===== config.mk =====
export PLATFORM = sky130hd
export DESIGN_NAME = run_controller
export DESIGN_NICKNAME = d
export VERILOG_FILES = /design/src/rtl/run_ctrl_pkg.sv /design/src/rtl/sat_counter.sv /design/src/rtl/run_controller.sv
export SDC_FILE = /design/constraint.sdc
export NUM_CORES = 1
export LEC_CHECK = 0
export BUFFER_PORTS_ARGS = -buffer_cell sky130_fd_sc_hd__buf_2
export CAP_MARGIN = 10
export CORE_AREA = 3 3 71 73
export DETAILED_ROUTE_END_ITERATION = 8
export DIE_AREA = 0 0 74 76
export PLACE_DENSITY = 0.77
export SYNTH_ARGS = -nofsm -noshare
export SYNTH_HDL_FRONTEND = slang
export SYNTH_SLANG_ARGS = --single-unit
export TNS_END_PERCENT = 20

===== constraint.sdc =====
create_clock -name clk -period 2.65 [get_ports clk]
set_input_delay 0.1325 -clock clk [delete_from_list [all_inputs] [get_ports clk]]
set_output_delay 0.1325 -clock clk [all_outputs]
set_load 0.03 [all_outputs]

===== src/rtl/run_ctrl_pkg.sv =====
// Shared types and widths for the run controller and its bench.
package run_ctrl_pkg;

  localparam int PC_W  = 32;
  localparam int CNT_W = 32;

  typedef enum logic [2:0] {
    IDLE,
    ARM,
    RUN,
    DRAIN,
    DONE
  } run_state_t;

endpackage


===== src/rtl/sat_counter.sv =====
// Up-counter with synchronous clear and optional saturation at all-ones.
module sat_counter #(
  parameter int WIDTH    = 8,
  parameter bit SATURATE = 1'b1
) (
  input  logic             clk,
  input  logic             reset,
  input  logic             clear,
  input  logic             enable,
  output logic [WIDTH-1:0] count
);

  logic at_max;

  assign at_max = SATURATE && (&count);

  // NOTE: non-blocking so every register in the design samples pre-edge values.
  always_ff @(posedge clk or posedge reset) begin
    if (reset) begin
      count <= '0;
    end else if (clear) begin
      count <= '0;
    end else if (enable && !at_max) begin
      count <= count + 1'b1;
    end
  end

endmodule


===== src/rtl/run_controller.sv =====
// Run-sequencing FSM: arm, run until halt/PC overrun, drain, report done.
// Optional watchdog (MAX_CYCLES, timeout) is built when RUN_CTRL_WATCHDOG_EN is defined.
module run_controller
  import run_ctrl_pkg::*;
#(
  parameter int PROG_LEN     = 256,
  parameter int DRAIN_CYCLES = 2
`ifdef RUN_CTRL_WATCHDOG_EN
  ,
  parameter logic [CNT_W-1:0] MAX_CYCLES = 32'd1_000_000
`endif
) (
  input  logic             clk,
  input  logic             reset,
  input  logic             start,
  input  logic             halt_instr,
  input  logic [PC_W-1:0]  pc,
  output logic             should_run_processor,
  output logic             done,
  output logic             busy,
  output logic [CNT_W-1:0] cycle_count,
  output logic             timeout
);

  localparam logic [PC_W-1:0] PROG_END   = PC_W'(PROG_LEN);
  localparam logic [3:0]      DRAIN_LAST = 4'(DRAIN_CYCLES - 1);

  run_state_t state_q, state_d;
  logic [3:0] drain_cnt;
  logic       halt_hit;
  logic       run_end;
  logic       arm_entry;

  assign halt_hit  = halt_instr || (pc >= PROG_END);
  assign arm_entry = (state_q != ARM) && (state_d == ARM);

`ifdef RUN_CTRL_WATCHDOG_EN
  localparam logic [CNT_W-1:0] WD_LAST = MAX_CYCLES - CNT_W'(1);

  logic wd_hit;
  logic timeout_q;

  assign wd_hit  = (cycle_count == WD_LAST);
  assign run_end = halt_hit || wd_hit;

  // Halt wins over a coincident watchdog expiry, so that run is not a timeout.
  always_ff @(posedge clk or posedge reset) begin
    if (reset) begin
      timeout_q <= 1'b0;
    end else if (arm_entry) begin
      timeout_q <= 1'b0;
    end else if (state_q == RUN && wd_hit && !halt_hit) begin
      timeout_q <= 1'b1;
    end
  end

  assign timeout = timeout_q;
`else
  assign run_end = halt_hit;
  assign timeout = 1'b0;
`endif

  always_ff @(posedge clk or posedge reset) begin
    if (reset) begin
      state_q <= IDLE;
    end else begin
      state_q <= state_d;
    end
  end

  // NOTE: every output of this block gets a default first, so no path infers a latch.
  always_comb begin
    state_d              = state_q;
    should_run_processor = 1'b0;
    done                 = 1'b0;
    busy                 = 1'b0;
    case (state_q)
      IDLE: begin
        if (start) state_d = ARM;
      end
      ARM: begin
        busy = 1'b1;
        if (!start) state_d = RUN;
      end
      RUN: begin
        busy                 = 1'b1;
        should_run_processor = 1'b1;
        if (run_end) state_d = DRAIN;
      end
      DRAIN: begin
        busy = 1'b1;
        if (drain_cnt == DRAIN_LAST) state_d = DONE;
      end
      DONE: begin
        done = 1'b1;
        if (start) state_d = ARM;
      end
      default: state_d = IDLE;
    endcase
  end

  // Counts every RUN cycle, including the one that detects the halt.
  sat_counter #(
    .WIDTH   (CNT_W),
    .SATURATE(1'b1)
  ) u_cycle_cnt (
    .clk   (clk),
    .reset (reset),
    .clear (arm_entry),
    .enable(state_q == RUN),
    .count (cycle_count)
  );

  // Held at zero outside DRAIN, so each drain starts counting from 0.
  sat_counter #(
    .WIDTH   (4),
    .SATURATE(1'b1)
  ) u_drain_cnt (
    .clk   (clk),
    .reset (reset),
    .clear (state_q != DRAIN),
    .enable(state_q == DRAIN),
    .count (drain_cnt)
  );

endmodule


After elaboration in Yosys (flattened, before gate mapping)
Cells that the tools add are included.
{"block": "totals", "register_bits": 39, "output_inout_bits": 36, "word_cells": 39}
{"block": "op_classes", "add_sub_neg": 2, "magnitude_cmp": 1, "eq_ne": 8, "n_mux": 12, "reduce_logical": 13}
{"op": "32-bit two-way mux", "n": 2}
{"op": "32-bit by 1-bit adder with 32-bit output, second input constant", "n": 1}
{"op": "32-bit by 9-bit greater-or-equal comparator with 1-bit output, second input constant", "n": 1}
{"op": "32-bit AND reduction", "n": 1}
{"op": "3-bit two-way mux", "n": 4}
{"op": "3-bit one-hot mux with 4 select lines", "n": 1}
{"op": "4-bit two-way mux", "n": 2}
{"op": "3-bit by 1-bit == test with 1-bit output, second input constant", "n": 2}
{"op": "3-bit by 2-bit == test with 1-bit output, second input constant", "n": 2}
{"op": "4-bit by 1-bit adder with 4-bit output, second input constant", "n": 1}
{"op": "4-bit by 1-bit == test with 1-bit output, second input constant", "n": 1}
{"op": "4-bit AND reduction", "n": 1}
{"op": "2-bit nonzero test", "n": 2}
{"op": "3-bit == test, second input constant", "n": 1}
{"op": "1-bit logical AND", "n": 3}
{"op": "3-bit logical NOT", "n": 1}
{"op": "1-bit two-way mux", "n": 3}
{"op": "3-bit by 1-bit inequality test with 1-bit output, second input constant", "n": 1}
{"op": "3-bit by 2-bit inequality test with 1-bit output, second input constant", "n": 1}
{"op": "3-bit OR reduction", "n": 1}
{"op": "1-bit logical NOT", "n": 2}
{"op": "2-bit OR reduction", "n": 1}
{"op": "1-bit logical OR", "n": 1}

Logic depth before layout (Yosys ltp)
{"block": "depth", "depth_word": 7, "ltp_mapped": 8}

By module
A second synthesis with hierarchy kept.
{"block": "hier_totals", "hier_cells": 258, "area_unflattened_um2": 2341.0}
{"module": "sat_counter at u_cycle_cnt", "instances": 1, "cells_per_inst": 203, "area_per_inst_um2": 1840.5, "seq_area_each_um2": 800.8}
{"module": "run_controller", "instances": 1, "cells_per_inst": 34, "area_per_inst_um2": 270.3, "seq_area_each_um2": 75.1}
{"module": "sat_counter at u_drain_cnt", "instances": 1, "cells_per_inst": 21, "area_per_inst_um2": 230.2, "seq_area_each_um2": 100.1}

Least setup slack after synthesis
Ideal clock, no wire load.
{"block": "synth_timing", "path_kind": "register to register", "start": "register u_cycle_cnt.count[12]", "end": "register u_cycle_cnt.count[29]", "arrival_ns": 2.344, "required_time_ns": 2.584, "slack_ns": 0.240, "stages_incl_launch_ff": 7, "path_buffers": 1, "period_less_slack_ns": 2.410, "cell_sequence": "dfrtp_1 nand4_2 or4_1 buf_2 or4_1 or4_1 nand2_1"}
{"block": "synth_between", "elab_chain_cells": 4, "word_cells_on_any_way": 7}
{"element": "start, declared", "line": "sat_counter.sv:10", "rtl": "output logic [WIDTH-1:0] count"}
{"element": "start signal, assigned", "line": "sat_counter.sv:24", "rtl": "count <= count + 1'b1;"}
{"element": "parallel branches: the longest is 4 deep, another holds 32-bit by 1-bit adder with 32-bit output"}
Several ways; the timed one is not identified. The select of a mux whose other input is x is not followed.
A chain may end at the register's enable or synchronous reset.

Worst setup path after layout
Same ends and word-level chain as after synthesis.

==> qor.yml <==
job:
  maxCapViolCount: 0
die:
  fp.dieArea_um2: 5624
  core_um2: 4414
  num_rows: 24
  die_h_um: 76
  io_pins: 72
  fp.dieW_um: 74
  start_util_pct: 49.74
cts:
  cts_resized: 0
  cts_root_buf: "clkbuf_8"
  clk_latency_ps: 290
  cts_buffer_depth: 2
  cts_tree: "yes"
  holdBufCountCts: 1
  htreeDepth: 2
  post_cts_buffers: 0
  clock-sinks: 39
  clk_pin_slew_ps: 80
  numCtsBuffers: 5
global_routing:
  grt_usage_pct: 19.51
  antenna_found_initial: 0
  grt_overflow: 0
  grt_max_degree: 27
  grt_pass1_vias: 1941
  grt_pass1_wl_um: 8859
critical_path:
  crit_required_ps: 2880
  cp_common_cell: "or4_1"
  startpoint_type: "flip-flop"
  worst-path-buf-inv: 0
  crit_chain: "nand4_2 -> or4_1 -> or4_1 -> or4_1 -> nand2_1"
  crit_family: "simple AND/OR/NAND/NOR gates"
  crit_path_max_incr_delay_ps: 570
  critPathArrivalTime_ps: 2520
  crit_path_end_kind: "flip-flop"
  crit_slowest_cell: "or4_1"
  critical_path.max_fanout: 7
  crit_type: "reg -> reg"
placement:
  io_buffers: 62
  dp_cells: 353
  dpl.hpwl_um: 3837
  globalplace.congestion: 0.8175
power:
  power.density_nw_per_um2: 656.0
  power_leakage_nw: 1.255
  ir_drop_v: 0.0003479
drt:
  drc: 0
  ant_nets: 0
  drt_iter0_markers: 104
  wire_per_inst_um: 14.46
  vias_per_cell: 5.862
  route.met2.wl_um: 2510
  routed.top_layer: "met4"
  vias: 2122
  finalWirelength_um: 5233
  wl_met3_um: 269
  firstDrtPassIters: 4
  route.layer.met1.wl_um: 2402
cells_and_area:
  diodes: 0
  fin_nets: 348
  fin_cells: 362
  final_util_pct: 60.60
  final_layout_size_suffix_gt1_share_pct: 26.13
  area_growth_pct: 21.82
timing:
  setup_viol_count_final: 0
  max_freq_ghz: 0.4379
  finalHoldViolations: 0
  fin_tns_setup_ps: 0
  maxSlewHeadroom_pct: 60.84
  drv_slew: 0
  rsz0062_at_grt: "no"
  fin_crit_ps: 2283
  max_slew.worst_pin.slew_ps: 582.5
  skew_ps: 6.574
  fin_crit_sh_pct: 86.17
logic_synthesis:
  synth_area_leaders: "dfrtp_1 (44%), a21oi_1 (4.6%), nand2_1 (3.8%)"
  synth_top_area_share_pct: 44.44
  syn_nets: 282
  synth.ff_latch_count: 39
  synthCells: 243
  yosysSeqAreaShare_pct: 44.44
  yosys_warnings: 0
  synth.avg_cell_area_um2: 9.036
  synth_largest_area_cell: "dfrtp_1"
  netlist_area_um2: 2196
  ys_types: 42
worst_hold_path:
  min_path_type: "in -> reg"
outcome:
  status: "complete, no violations"
tightest hold or removal path: cells and delay by family:
kind,cells,cell delay [ps]
AND/OR/NAND/NOR,1,50
AO/OA/AOI/OAI,1,60
buffers and inverters,1,120
Yosys cell counts:
| cell | n |
|---|---|
| nand3_1 | 14 |
| buf_2 | 2 |
| o31ai_1 | 7 |
| o31a_1 | 1 |
| o21ai_1 | 4 |
| nand4_1 | 12 |
| nor3_1 | 3 |
| nor3b_1 | 1 |
| or4_1 | 11 |
| ha_1 | 3 |
| and4_1 | 4 |
| a21oi_1 | 20 |
| and2_1 | 3 |
| nand2_1 | 22 |
| a31oi_1 | 1 |
| clkbuf_1 | 4 |
| a211oi_1 | 2 |
| o211ai_1 | 2 |
| xnor2_1 | 1 |
| o31ai_2 | 1 |
| nor4_2 | 1 |
| nand4_2 | 2 |
| nor2_1 | 18 |
| nand3b_1 | 2 |
| xor2_1 | 6 |
| buf_1 | 1 |
| o22ai_1 | 1 |
| dfrtp_1 | 39 |
| nand2b_1 | 4 |
| nand4bb_1 | 1 |
| mux2i_1 | 3 |
| or2_2 | 2 |
| o41ai_1 | 1 |
| inv_1 | 4 |
| buf_4 | 3 |
| nor4_1 | 8 |
| and3_1 | 4 |
| or3_1 | 11 |
| o21ai_0 | 10 |
| o2111ai_1 | 2 |
| o311ai_0 | 1 |
| conb_1 | 1 |
layout make-up:
type / count / area [um^2]
Fill cell: 374 / 1739
Timing Repair Buffer: 69 / 365.4
Inverter: 4 / 15.01
Multi-Input combinational cell: 190 / 1154
Clock buffer: 8 / 100.1
Tap cell: 52 / 65.06
Sequential cell: 39 / 975.9
power by group:
group	total, mW	switching (mW)	internal [mW]
Combinational	0.545	0.370	0.175
Sequential	0.765	0.105	0.660
Clock	0.444	0.207	0.238
flip-flops by register name, summed over array words and instances, names as in the netlist:
signal	flops
u_drain_cnt.count	4
state_q	3
u_cycle_cnt.count	32
routing by layer:
| layer | vias up | global-route usage, % |
|---|---|---|
| li1 | 1053 | - |
| met1 | 1005 | 26.97 |
| met2 | 56 | 31.03 |
| met3 | 8 | 4.090 |
| met4 | 0 | 4.710 |
| met5 | - | 0 |
final timing paths:
kind,cells after the start,endpoint,slack (ps),startpoint
max in group asynchronous,4,u_cycle_cnt.count[10]$_DFFE_PP0P_,1490,reset
min in group asynchronous,3,u_cycle_cnt.count[20]$_DFFE_PP0P_,430,reset
max reg2reg,5,u_cycle_cnt.count[29]$_DFFE_PP0P_,370,u_cycle_cnt.count[12]$_DFFE_PP0P_
max,5,u_cycle_cnt.count[29]$_DFFE_PP0P_,370,u_cycle_cnt.count[12]$_DFFE_PP0P_
min,3,state_q[0]$_DFF_PP0_,130,start
min reg2reg,1,u_drain_cnt.count[3]$_DFFE_PP0P_,540,u_drain_cnt.count[3]$_DFFE_PP0P_
layout by cell type (no fill, tap or decap), types with 6 or more instances in the layout:
master    count
buf_2        62
dfrtp_1      39
nand2_1      22
a21oi_1      20
nor2_1       18
nand3_1      14
nand4_1      12
or4_1        11
or3_1        11
o21ai_0      10
nor4_1        8
o31ai_1       7
clkbuf_8      7
xor2_1        6
buf_4         6
cells by family after synthesis:
group	share of synthesized area, %
adders and majority gates	1.710
other	0.1708
AOI/OAI and AO/OA	14.64
muxes	1.368
buffers and inverters	3.019
xor gates and xnor gates	2.792
and+or+nand+nor	31.85
DFF	44.44
metrics by stage:
step                worst slack (ps)  total power [mW]  hold WS [ps]  instance area [um^2]
floorplan                      239.8             1.148         277.8                  2196
global placement               409.2             1.311         194.1                  2565
detailed placement             401.3             1.321         206.7                  2565
CTS                            357.4             1.763         119.9                  2675
global route                   157.5             1.852         120.0                  2675
finish                         366.5             1.755         125.3                  2675
Power figures use the tool's default switching activity.
